$ cat src/rtl/lcd_frame_sched.sv
// lcd_frame_sched: frame scheduler for an ILI9341-style 16-bit 8080 LCD bus.
// Each frame sets the column/page address window, issues memory-write (0x2C),
// then hands the bus to a DMA engine until it reports the frame done.
// Optional tearing-effect sync: define LCD_FRAME_SCHED_TE_SYNC_EN to start each
// frame on a synchronized TE rising edge; otherwise te_i is ignored.
//
// state        | meaning
// IDLE_S       | bus owned by CPU, waiting for start_stb_i or auto_en_i
// TE_WAIT_S    | bus owned by CPU, waiting for synchronized TE rising edge
// CMD_S        | sequencer drives the 11-write address/command preamble
// DMA_START_S  | one-cycle DMA kick, bus owned by DMA
// DMA_WAIT_S   | bus owned by DMA until busy has been seen high then low

module lcd_frame_sched #(
    parameter int WR_PHASE_CYC = 2,
    parameter int LCD_W        = 320,
    parameter int LCD_H        = 240
) (
    input  logic        clk_i,
    input  logic        rst_i,
    input  logic        start_stb_i,
    input  logic        auto_en_i,
    input  logic [15:0] cpu_data_i,
    input  logic        cpu_wr_i,
    input  logic        cpu_rd_i,
    input  logic        cpu_rs_i,
    input  logic        te_i,
    output logic        dma_start_o,
    input  logic        dma_busy_i,
    input  logic [15:0] dma_data_i,
    input  logic        dma_wr_i,
    output logic [15:0] lcd_data_o,
    output logic        lcd_wr_o,
    output logic        lcd_rd_o,
    output logic        lcd_rs_o,
    output logic        busy_o,
    output logic [15:0] frame_cnt_o
);

    typedef enum logic [2:0] {
        IDLE_S,
        TE_WAIT_S,
        CMD_S,
        DMA_START_S,
        DMA_WAIT_S
    } state_t;

    // Phase counter runs down from 2*WR_PHASE_CYC-1; wr is low while it is in the upper half.
    localparam logic [4:0]  PH_LOAD  = 5'(2 * WR_PHASE_CYC - 1);
    localparam logic [4:0]  PH_LOW   = 5'(WR_PHASE_CYC);
    localparam logic [3:0]  LAST_IDX = 4'd10;
    localparam logic [15:0] COL_END  = 16'(LCD_W - 1);
    localparam logic [15:0] ROW_END  = 16'(LCD_H - 1);

    state_t     state;
    state_t     state_nxt;
    logic [3:0] wr_idx;
    logic [4:0] ph_cnt;
    logic       seen;
    logic       te_rise;
    logic       frame_done;
    logic [7:0] seq_byte;
    logic       seq_rs;

`ifdef LCD_FRAME_SCHED_TE_SYNC_EN
    localparam state_t FRAME_ENTRY = TE_WAIT_S;

    logic te_s1;
    logic te_s2;
    logic te_d;

    // Two-flop synchronizer on the asynchronous TE pin plus a delay flop for edge detect.
    always_ff @(posedge clk_i) begin
        if (rst_i) begin
            te_s1 <= 1'b0;
            te_s2 <= 1'b0;
            te_d  <= 1'b0;
        end else begin
            te_s1 <= te_i;
            te_s2 <= te_s1;
            te_d  <= te_s2;
        end
    end

    assign te_rise = te_s2 & ~te_d;
`else
    localparam state_t FRAME_ENTRY = CMD_S;

    logic unused_te;
    assign unused_te = te_i;
    assign te_rise   = 1'b0;
`endif

    assign frame_done = (state == DMA_WAIT_S) && seen && !dma_busy_i;

    // Preamble byte and register-select for the current write index.
    always_comb begin
        seq_byte = 8'h00;
        seq_rs   = 1'b1;
        case (wr_idx)
            4'd0:    begin seq_byte = 8'h2A; seq_rs = 1'b0; end
            4'd3:    seq_byte = COL_END[15:8];
            4'd4:    seq_byte = COL_END[7:0];
            4'd5:    begin seq_byte = 8'h2B; seq_rs = 1'b0; end
            4'd8:    seq_byte = ROW_END[15:8];
            4'd9:    seq_byte = ROW_END[7:0];
            4'd10:   begin seq_byte = 8'h2C; seq_rs = 1'b0; end
            default: ;
        endcase
    end

    // Next-state selection; start_stb_i only matters in IDLE_S, so it is never queued.
    always_comb begin
        state_nxt = state;
        case (state)
            IDLE_S:      if (start_stb_i || auto_en_i) state_nxt = FRAME_ENTRY;
            TE_WAIT_S:   if (te_rise) state_nxt = CMD_S;
            CMD_S:       if (ph_cnt == 5'd0 && wr_idx == LAST_IDX) state_nxt = DMA_START_S;
            DMA_START_S: state_nxt = DMA_WAIT_S;
            DMA_WAIT_S:  if (frame_done) state_nxt = auto_en_i ? FRAME_ENTRY : IDLE_S;
            default:     state_nxt = IDLE_S;
        endcase
    end

    // State, write sequencer, frame counter and registered bus mux.
    always_ff @(posedge clk_i) begin
        if (rst_i) begin
            state       <= IDLE_S;
            wr_idx      <= 4'd0;
            ph_cnt      <= 5'd0;
            seen        <= 1'b0;
            frame_cnt_o <= 16'h0000;
            dma_start_o <= 1'b0;
            busy_o      <= 1'b0;
            lcd_data_o  <= 16'h0000;
            lcd_wr_o    <= 1'b1;
            lcd_rd_o    <= 1'b1;
            lcd_rs_o    <= 1'b1;
        end else begin
            state       <= state_nxt;
            busy_o      <= (state_nxt != IDLE_S);
            dma_start_o <= (state_nxt == DMA_START_S);

            if (state == CMD_S) begin
                if (ph_cnt == 5'd0) begin
                    ph_cnt <= PH_LOAD;
                    wr_idx <= (wr_idx == LAST_IDX) ? 4'd0 : wr_idx + 4'd1;
                end else begin
                    ph_cnt <= ph_cnt - 5'd1;
                end
            end else if (state_nxt == CMD_S) begin
                ph_cnt <= PH_LOAD;
                wr_idx <= 4'd0;
            end

            // Held clear outside DMA_WAIT_S so every frame starts with a fresh flag.
            if (state != DMA_WAIT_S) begin
                seen <= 1'b0;
            end else if (dma_busy_i) begin
                seen <= 1'b1;
            end

            if (frame_done) begin
                frame_cnt_o <= frame_cnt_o + 16'd1;
            end

            case (state)
                CMD_S: begin
                    lcd_data_o <= {8'h00, seq_byte};
                    lcd_wr_o   <= !(ph_cnt >= PH_LOW);
                    lcd_rd_o   <= 1'b1;
                    lcd_rs_o   <= seq_rs;
                end
                DMA_START_S, DMA_WAIT_S: begin
                    lcd_data_o <= dma_data_i;
                    lcd_wr_o   <= dma_wr_i;
                    lcd_rd_o   <= 1'b1;
                    lcd_rs_o   <= 1'b1;
                end
                default: begin
                    lcd_data_o <= cpu_data_i;
                    lcd_wr_o   <= cpu_wr_i;
                    lcd_rd_o   <= cpu_rd_i;
                    lcd_rs_o   <= cpu_rs_i;
                end
            endcase
        end
    end

endmodule
$ cat config.mk
export PLATFORM = sky130hd
export DESIGN_NAME = lcd_frame_sched
export DESIGN_NICKNAME = d
export VERILOG_FILES = /design/src/rtl/lcd_frame_sched.sv
export SDC_FILE = /design/constraint.sdc
export NUM_CORES = 1
export LEC_CHECK = 0
export CORE_ASPECT_RATIO = 1.5
export CORE_MARGIN = 10
export CORE_UTILIZATION = 45
export CTS_BUF_LIST = sky130_fd_sc_hd__clkbuf_8
export DETAILED_ROUTE_END_ITERATION = 10
export PLACE_DENSITY = 0.79
export SYNTH_ARGS = -nofsm -noshare
export SYNTH_HDL_FRONTEND = slang
export SYNTH_SLANG_ARGS = --single-unit
$ cat constraint.sdc
create_clock -name clk_i -period 3.5 [get_ports clk_i]
set_input_delay 0.7 -clock clk_i [delete_from_list [all_inputs] [get_ports clk_i]]
set_output_delay 0.7 -clock clk_i [all_outputs]
set_load 0.01 [all_outputs]
==> flow_summary.json, run 1 <==
{
  "setup_ws_ns": 1.13,
  "avgRoutedWirePerCell_um": 16.2,
  "placement_rows": 32,
  "gp_congestion": 0.836,
  "number_of_endpoints_with_negative_hold_slack_in_the_final_report": 0,
  "finalNonFillerCells": 416,
  "transition_time_at_the_pin_with_the_least_slew_margin_ns": 0.751,
  "fmax_mhz": 422,
  "area_growth_pct": 38.8,
  "endpoint_kind": "register",
  "drv_cap": 0,
  "detail_route.drc_violations": 0,
  "number_of_failing_setup_endpoints_in_the_final_timing_report": 0,
  "grt_antenna_before_repair": 0,
  "number_of_global_route_vias_before_repair": 2305,
  "drive_above_1_share": 0.0546,
  "detailedRoute.firstPassIterationCount": 5,
  "total_leakage_power_nw": 1.20,
  "pre_cts_ws_ns": 0.815,
  "dp_hpwl_mm": 5.26,
  "class_of_the_tightest_hold_or_removal_check": "reg2reg",
  "ir_worst_vdd_uv": 253,
  "critical_path.startpoint_type": "input port",
  "max-clock-path-buffers": 2,
  "numCtsBuffers": 5,
  "mappedNetlistNets": 324,
  "num_io_pins": 79,
  "period_needed_ns": 2.37,
  "global_route_overflow": 0,
  "startpoint_to_endpoint_class_of_the_critical_path": "in2reg",
  "syn-mean-instance-area_sq_um": 8.52,
  "netlist-cell-type-count": 52,
  "slew_viol_final": 0,
  "grt_setup_unrepaired": "false",
  "cts_resized": 0,
  "antennaDiodeCount": 0,
  "mappedNetlistArea_sq_mm": 0.00237,
  "insertion_delay_ns": 0.30,
  "start_util": 0.462,
  "die_area_sq_mm": 0.00863,
  "cts.sink_count": 50,
  "placement.io_buffers": 77,
  "tns_ns": 0,
  "worstPathArrival_ns": 2.57,
  "route.final.wire_length_mm": 6.73,
  "ctsHtreeMaxLevel": 2,
  "clock-root-buffer": "sky130_fd_sc_hd__clkbuf_8",
  "design.final.nets": 393,
  "synth-edff-count": 0,
  "postRouteAntennaNets": 0,
  "synthFlopType": "sky130_fd_sc_hd__dfxtp_1",
  "worst-endpoint-required_ns": 3.70,
  "wire_length_of_the_first_global_routing_pass_mm": 10.9,
  "tritoncts": "yes",
  "clkSlewWorstSetupHoldPaths_ns": 0.09,
  "run_status": "finished, final reports clean",
  "post-place-cells": 408,
  "netlist.top_cell.by_area": "sky130_fd_sc_hd__dfxtp_1",
  "crit_fanout": 7,
  "worst_path_largest_cell_delay_ns": 0.47,
  "via_per_inst": 5.60,
  "synth_top_area_share": 0.422,
  "finClkSkew_ns": 0.00541,
  "cts_setup_buffers": 0,
  "fp.coreArea_sq_mm": 0.00512,
  "power-per-cell-area_mw_per_mm2": 360,
  "synth.ff_latch_count": 50,
  "dieWidth_um": 79.3,
  "routed_via_count": 2331,
  "max-slew-margin-rel": 0.498,
  "crit_path_cell_trace": "clkdlybuf4s50_1, nand3b_1, or3_1, nor4_1, mux2_2",
  "finalCritPeriodShare": 0.677,
  "ys_warnings": 0,
  "postCtsHoldBufs": 0,
  "total_routing_usage_gr": 0.155,
  "fp.dieH_um": 109,
  "async_flop_share": 0,
  "grt_max_degree": 20,
  "crit_path_max_delay_cell_type": "sky130_fd_sc_hd__clkdlybuf4s50_1",
  "detail_route.iter0.violations": 113,
  "syn_inst": 278,
  "ys_seq_area_frac": 0.422,
  "synthTopCellsByArea": "sky130_fd_sc_hd__dfxtp_1, sky130_fd_sc_hd__nor2_1, sky130_fd_sc_hd__a21oi_1, sky130_fd_sc_hd__a22oi_1, sky130_fd_sc_hd__nand2_1"
}
-- final cells by class --
type | count | area, sq um
inverters | 4 | 15.0
repair buffers | 81 | 801
well taps | 68 | 85.1
multi-input cells | 205 | 1280
fillers | 458 | 1840
flip-flops and latches | 50 | 1000
clock buffers | 5 | 68.8
clock inverters | 3 | 37.5
-- synthesized netlist by cell type (all sizes together), types with 2 or more instances --
library cell / instances
xor2: 6
nor4: 7
nor2: 33
dfxtp: 50
or3: 6
inv: 4
a22oi: 15
a31oi: 2
o22ai: 2
nand3: 6
mux2: 2
o31ai: 4
nor2b: 7
or3b: 3
nand2: 17
or4: 3
clkbuf: 15
nand4: 7
nor4b: 2
xnor2: 5
and2: 2
a221oi: 2
a21oi: 23
nor3b: 3
o21ai: 9
nand3b: 4
o21bai: 2
nor3: 4
a211oi: 2
nand2b: 7
ha: 4
buf: 4
-- flip-flops by register name, summed over array words and instances, names as in the netlist --
| register | count |
|---|---|
| busy_o | 1 |
| dma_start_o | 1 |
| frame_cnt_o | 16 |
| lcd_data_o | 16 |
| lcd_rd_o | 1 |
| lcd_rs_o | 1 |
| lcd_wr_o | 1 |
| ph_cnt | 5 |
| seen | 1 |
| state | 3 |
| wr_idx | 4 |
-- stage by stage --
stage               hold WS, ns  instance area [sq um]  power [W]  utilization
detailed placement        0.502                   3180   0.000806        0.621
CTS                       0.515                   3290    0.00119        0.642
floorplan                 0.453                   2370   0.000705            -
global placement          0.482                   3180   0.000800        0.621
finish                    0.517                   3290    0.00118        0.642
global route              0.561                   3290    0.00124        0.642
-- critical path: cells and delay by family --
family / cells / cell delay (ns)
simple gates: 3 / 1.02
mux: 1 / 0.37
buf+inv: 1 / 0.47
-- cell usage in the layout, fill, tap and decap left out, types with 6 or more instances in the layout --
cell type and n:
sky130_fd_sc_hd__clkdlybuf4s50_1 77, sky130_fd_sc_hd__dfxtp_1 50, sky130_fd_sc_hd__nor2_1 33, sky130_fd_sc_hd__a21oi_1 23, sky130_fd_sc_hd__nand2_1 17, sky130_fd_sc_hd__a22oi_1 15
sky130_fd_sc_hd__o21ai_0 9, sky130_fd_sc_hd__nor2b_1 7, sky130_fd_sc_hd__nand2b_1 7, sky130_fd_sc_hd__nor4_1 7, sky130_fd_sc_hd__nand4_1 7, sky130_fd_sc_hd__inv_1 6
sky130_fd_sc_hd__or3_1 6, sky130_fd_sc_hd__nand3_1 6, sky130_fd_sc_hd__xor2_1 6
-- worst paths after layout --
| path | from | to | slack (ns) | cells past startpoint |
|---|---|---|---|---|
| setup / recovery | dma_busy_i | frame_cnt_o[13]$_SDFFE_PP0P_ | 1.13 | 5 |
| hold / removal | frame_cnt_o[1]$_SDFFE_PP0P_ | frame_cnt_o[1]$_SDFFE_PP0P_ | 0.52 | 2 |
| setup reg to reg | state[2]$_SDFF_PP0_ | frame_cnt_o[13]$_SDFFE_PP0P_ | 1.16 | 4 |
| hold reg to reg | frame_cnt_o[1]$_SDFFE_PP0P_ | frame_cnt_o[1]$_SDFFE_PP0P_ | 0.52 | 2 |
-- cell families after synthesis --
family | count (synthesis) | share of synthesized area
buffers and inverters | 23 | 0.0375
AND/OR/NAND/NOR | 117 | 0.272
flip-flops | 50 | 0.422
XOR/XNOR | 11 | 0.0407
adder cells (fa/ha/maj) | 4 | 0.0211
AO/OA/AOI/OAI | 71 | 0.197
multiplexers | 2 | 0.00950
-- layer usage --
| metal | GRT usage | wire [um] |
|---|---|---|
| met4 | 0.0476 | 85 |
| met3 | 0.0470 | 381 |
| met2 | 0.292 | 3860 |
| met5 | 0 | 0 |
| met1 | 0.158 | 2400 |
-- where the power goes --
group	leakage [nW]	switching [W]	internal (W)	total, W
logic	0.727	0.0000784	0.000104	0.000183
registers	0.409	0.0000181	0.000590	0.000609
clock network	0.0607	0.000183	0.000208	0.000391
total	1.20	0.000279	0.000903	0.00118
Power figures use the tool's default switching activity.
==> run 2, diff against run 1 <==
==> constraint.sdc (replaced) <==
create_clock -name clk_i -period 2.35 [get_ports clk_i]
set_input_delay 0.47 -clock clk_i [delete_from_list [all_inputs] [get_ports clk_i]]
set_output_delay 0.47 -clock clk_i [all_outputs]
set_load 0.01 [all_outputs]
==> flow_summary.json, run 2 (synthesized netlist as in run 1, its figures left out) <==
{
  "gp_congestion": 0.828,
  "worst-endpoint-required_ns": 2.57,
  "number_of_endpoints_with_negative_hold_slack_in_the_final_report": 0,
  "finClkSkew_ns": 0.00806,
  "most_common_cell_after_layout_fill_and_taps_aside": "sky130_fd_sc_hd__clkdlybuf4s50_1",
  "fp.coreArea_sq_mm": 0.00512,
  "cts_setup_buffers": 0,
  "final.hold.worst_slack_ns": 0.510,
  "postCtsHoldBufs": 0,
  "numCtsBuffers": 5,
  "ir_worst_vdd_uv": 582,
  "grt_antenna_before_repair": 0,
  "cts_resized": 0,
  "max-slew-margin-rel": 0.584,
  "die_area_sq_mm": 0.00863,
  "global_route_overflow": 0,
  "class_of_the_tightest_hold_or_removal_check": "reg2reg",
  "avgRoutedWirePerCell_um": 16.1,
  "worstPathArrival_ns": 2.20,
  "clock-root-buffer": "sky130_fd_sc_hd__clkbuf_8",
  "insertion_delay_ns": 0.30,
  "placement.io_buffers": 77,
  "start_util": 0.462,
  "finalCritPeriodShare": 0.843,
  "postRouteAntennaNets": 0,
  "drv_cap": 0,
  "endpoint_kind": "register",
  "crit_path_cell_trace": "inv_1, ha_1, or4b_2, nor4b_1, o21ai_0, a311oi_1",
  "detail_route.drc_violations": 0,
  "area_growth_pct": 42.1,
  "wire_length_of_the_first_global_routing_pass_mm": 10.8,
  "number_of_failing_setup_endpoints_in_the_final_timing_report": 0,
  "period_needed_ns": 1.98,
  "routed_via_count": 2344,
  "route.final.wire_length_mm": 6.84,
  "power-per-cell-area_mw_per_mm2": 534,
  "dp_hpwl_mm": 5.18,
  "grt_max_degree": 53,
  "detailedRoute.firstPassIterationCount": 5,
  "tritoncts": "yes",
  "max-clock-path-buffers": 2,
  "slew_viol_final": 0,
  "run_status": "finished, final reports clean",
  "mostFrequentLayoutCells": "sky130_fd_sc_hd__clkdlybuf4s50_1, sky130_fd_sc_hd__dfxtp_1, sky130_fd_sc_hd__nor2_1",
  "cts.sink_count": 50,
  "via_per_inst": 5.53,
  "antennaDiodeCount": 0,
  "dieWidth_um": 79.3,
  "startpoint_to_endpoint_class_of_the_critical_path": "reg2reg",
  "grt_setup_unrepaired": "false",
  "design.final.nets": 401,
  "crit_path_max_delay_cell_type": "sky130_fd_sc_hd__or4b_2",
  "crit_fanout": 5,
  "drive_above_1_share": 0.0815,
  "total_leakage_power_nw": 1.24,
  "final_core_utilization": 0.657,
  "number_of_global_route_vias_before_repair": 2253,
  "detail_route.iter0.violations": 140,
  "cpLargestDelayFamily": "simple AND/OR/NAND/NOR gates",
  "clkSlewWorstSetupHoldPaths_ns": 0.10,
  "largest_registers": "frame_cnt_o x16, lcd_data_o x16, ph_cnt x5",
  "worst_path_largest_cell_delay_ns": 0.66,
  "transition_time_at_the_pin_with_the_least_slew_margin_ns": 0.623,
  "ctsHtreeMaxLevel": 2,
  "critical_path.startpoint_type": "register",
  "num_io_pins": 79,
  "cp_num_buf_inv": 1,
  "tns_ns": 0,
  "fmax_mhz": 505,
  "total_routing_usage_gr": 0.153,
  "placement_rows": 32,
  "fp.dieH_um": 109
}
run 2: changes by cell type in the layout (fill, tap and decap cells not counted), sizes merged:
cell and change:
inv -1, buf +8, clkinv +1
run 2: worst register-to-register path, stage by stage, from the launching register on:
cell,delay (ns)
sky130_fd_sc_hd__dfxtp_1,0.35
sky130_fd_sc_hd__inv_1,0.11
sky130_fd_sc_hd__ha_1,0.16
sky130_fd_sc_hd__or4b_2,0.66
sky130_fd_sc_hd__nor4b_1,0.26
sky130_fd_sc_hd__o21ai_0,0.12
sky130_fd_sc_hd__a311oi_1,0.26
run 2: area by class of cell:
cell class | count | area, sq um
timing repair buffer | 89 | 873
clock inverter | 3 | 43.8
sequential | 50 | 1000
fill | 466 | 1760
tap | 68 | 85.1
multi-input combinational | 205 | 1280
inverter | 4 | 15.0
clock buffer | 5 | 68.8
run 2: power breakdown:
group          switching [W]  leakage, nW  internal (W)
Sequential         0.0000225        0.409      0.000880
Combinational       0.000121        0.771      0.000161
Clock               0.000295       0.0585      0.000319
run 2: per-stage QoR:
step / total power (W) / instance area [sq um] / worst slack, ns / instances
4_1_cts: 0.00182 / 3370 / 0.355 / 424
3_5_place_dp: 0.00120 / 3250 / 0.133 / 416
5_1_grt: 0.00188 / 3370 / 0.221 / 424
3_3_place_gp: 0.00120 / 3250 / 0.134 / 416
2_1_floorplan: 0.00105 / 2370 / 0.345 / 278
6_report: 0.00180 / 3370 / 0.369 / 424
run 2: routing by layer:
layer / part of all wire / global-route usage
met5: 0 / 0
met4: 0.013 / 0.0424
met2: 0.56 / 0.285
met1: 0.37 / 0.159
met3: 0.057 / 0.0486
run 2: path summary, 6_finish.rpt:
kind         cells after the start  slack, ns                endpoint              startpoint
min                              1       0.51  ph_cnt[0]$_SDFFE_PP0P_  ph_cnt[0]$_SDFFE_PP0P_
max reg2reg                      6       0.37  wr_idx[1]$_SDFFE_PP0P_  ph_cnt[0]$_SDFFE_PP0P_
min reg2reg                      1       0.51  ph_cnt[0]$_SDFFE_PP0P_  ph_cnt[0]$_SDFFE_PP0P_
max                              6       0.37  wr_idx[1]$_SDFFE_PP0P_  ph_cnt[0]$_SDFFE_PP0P_
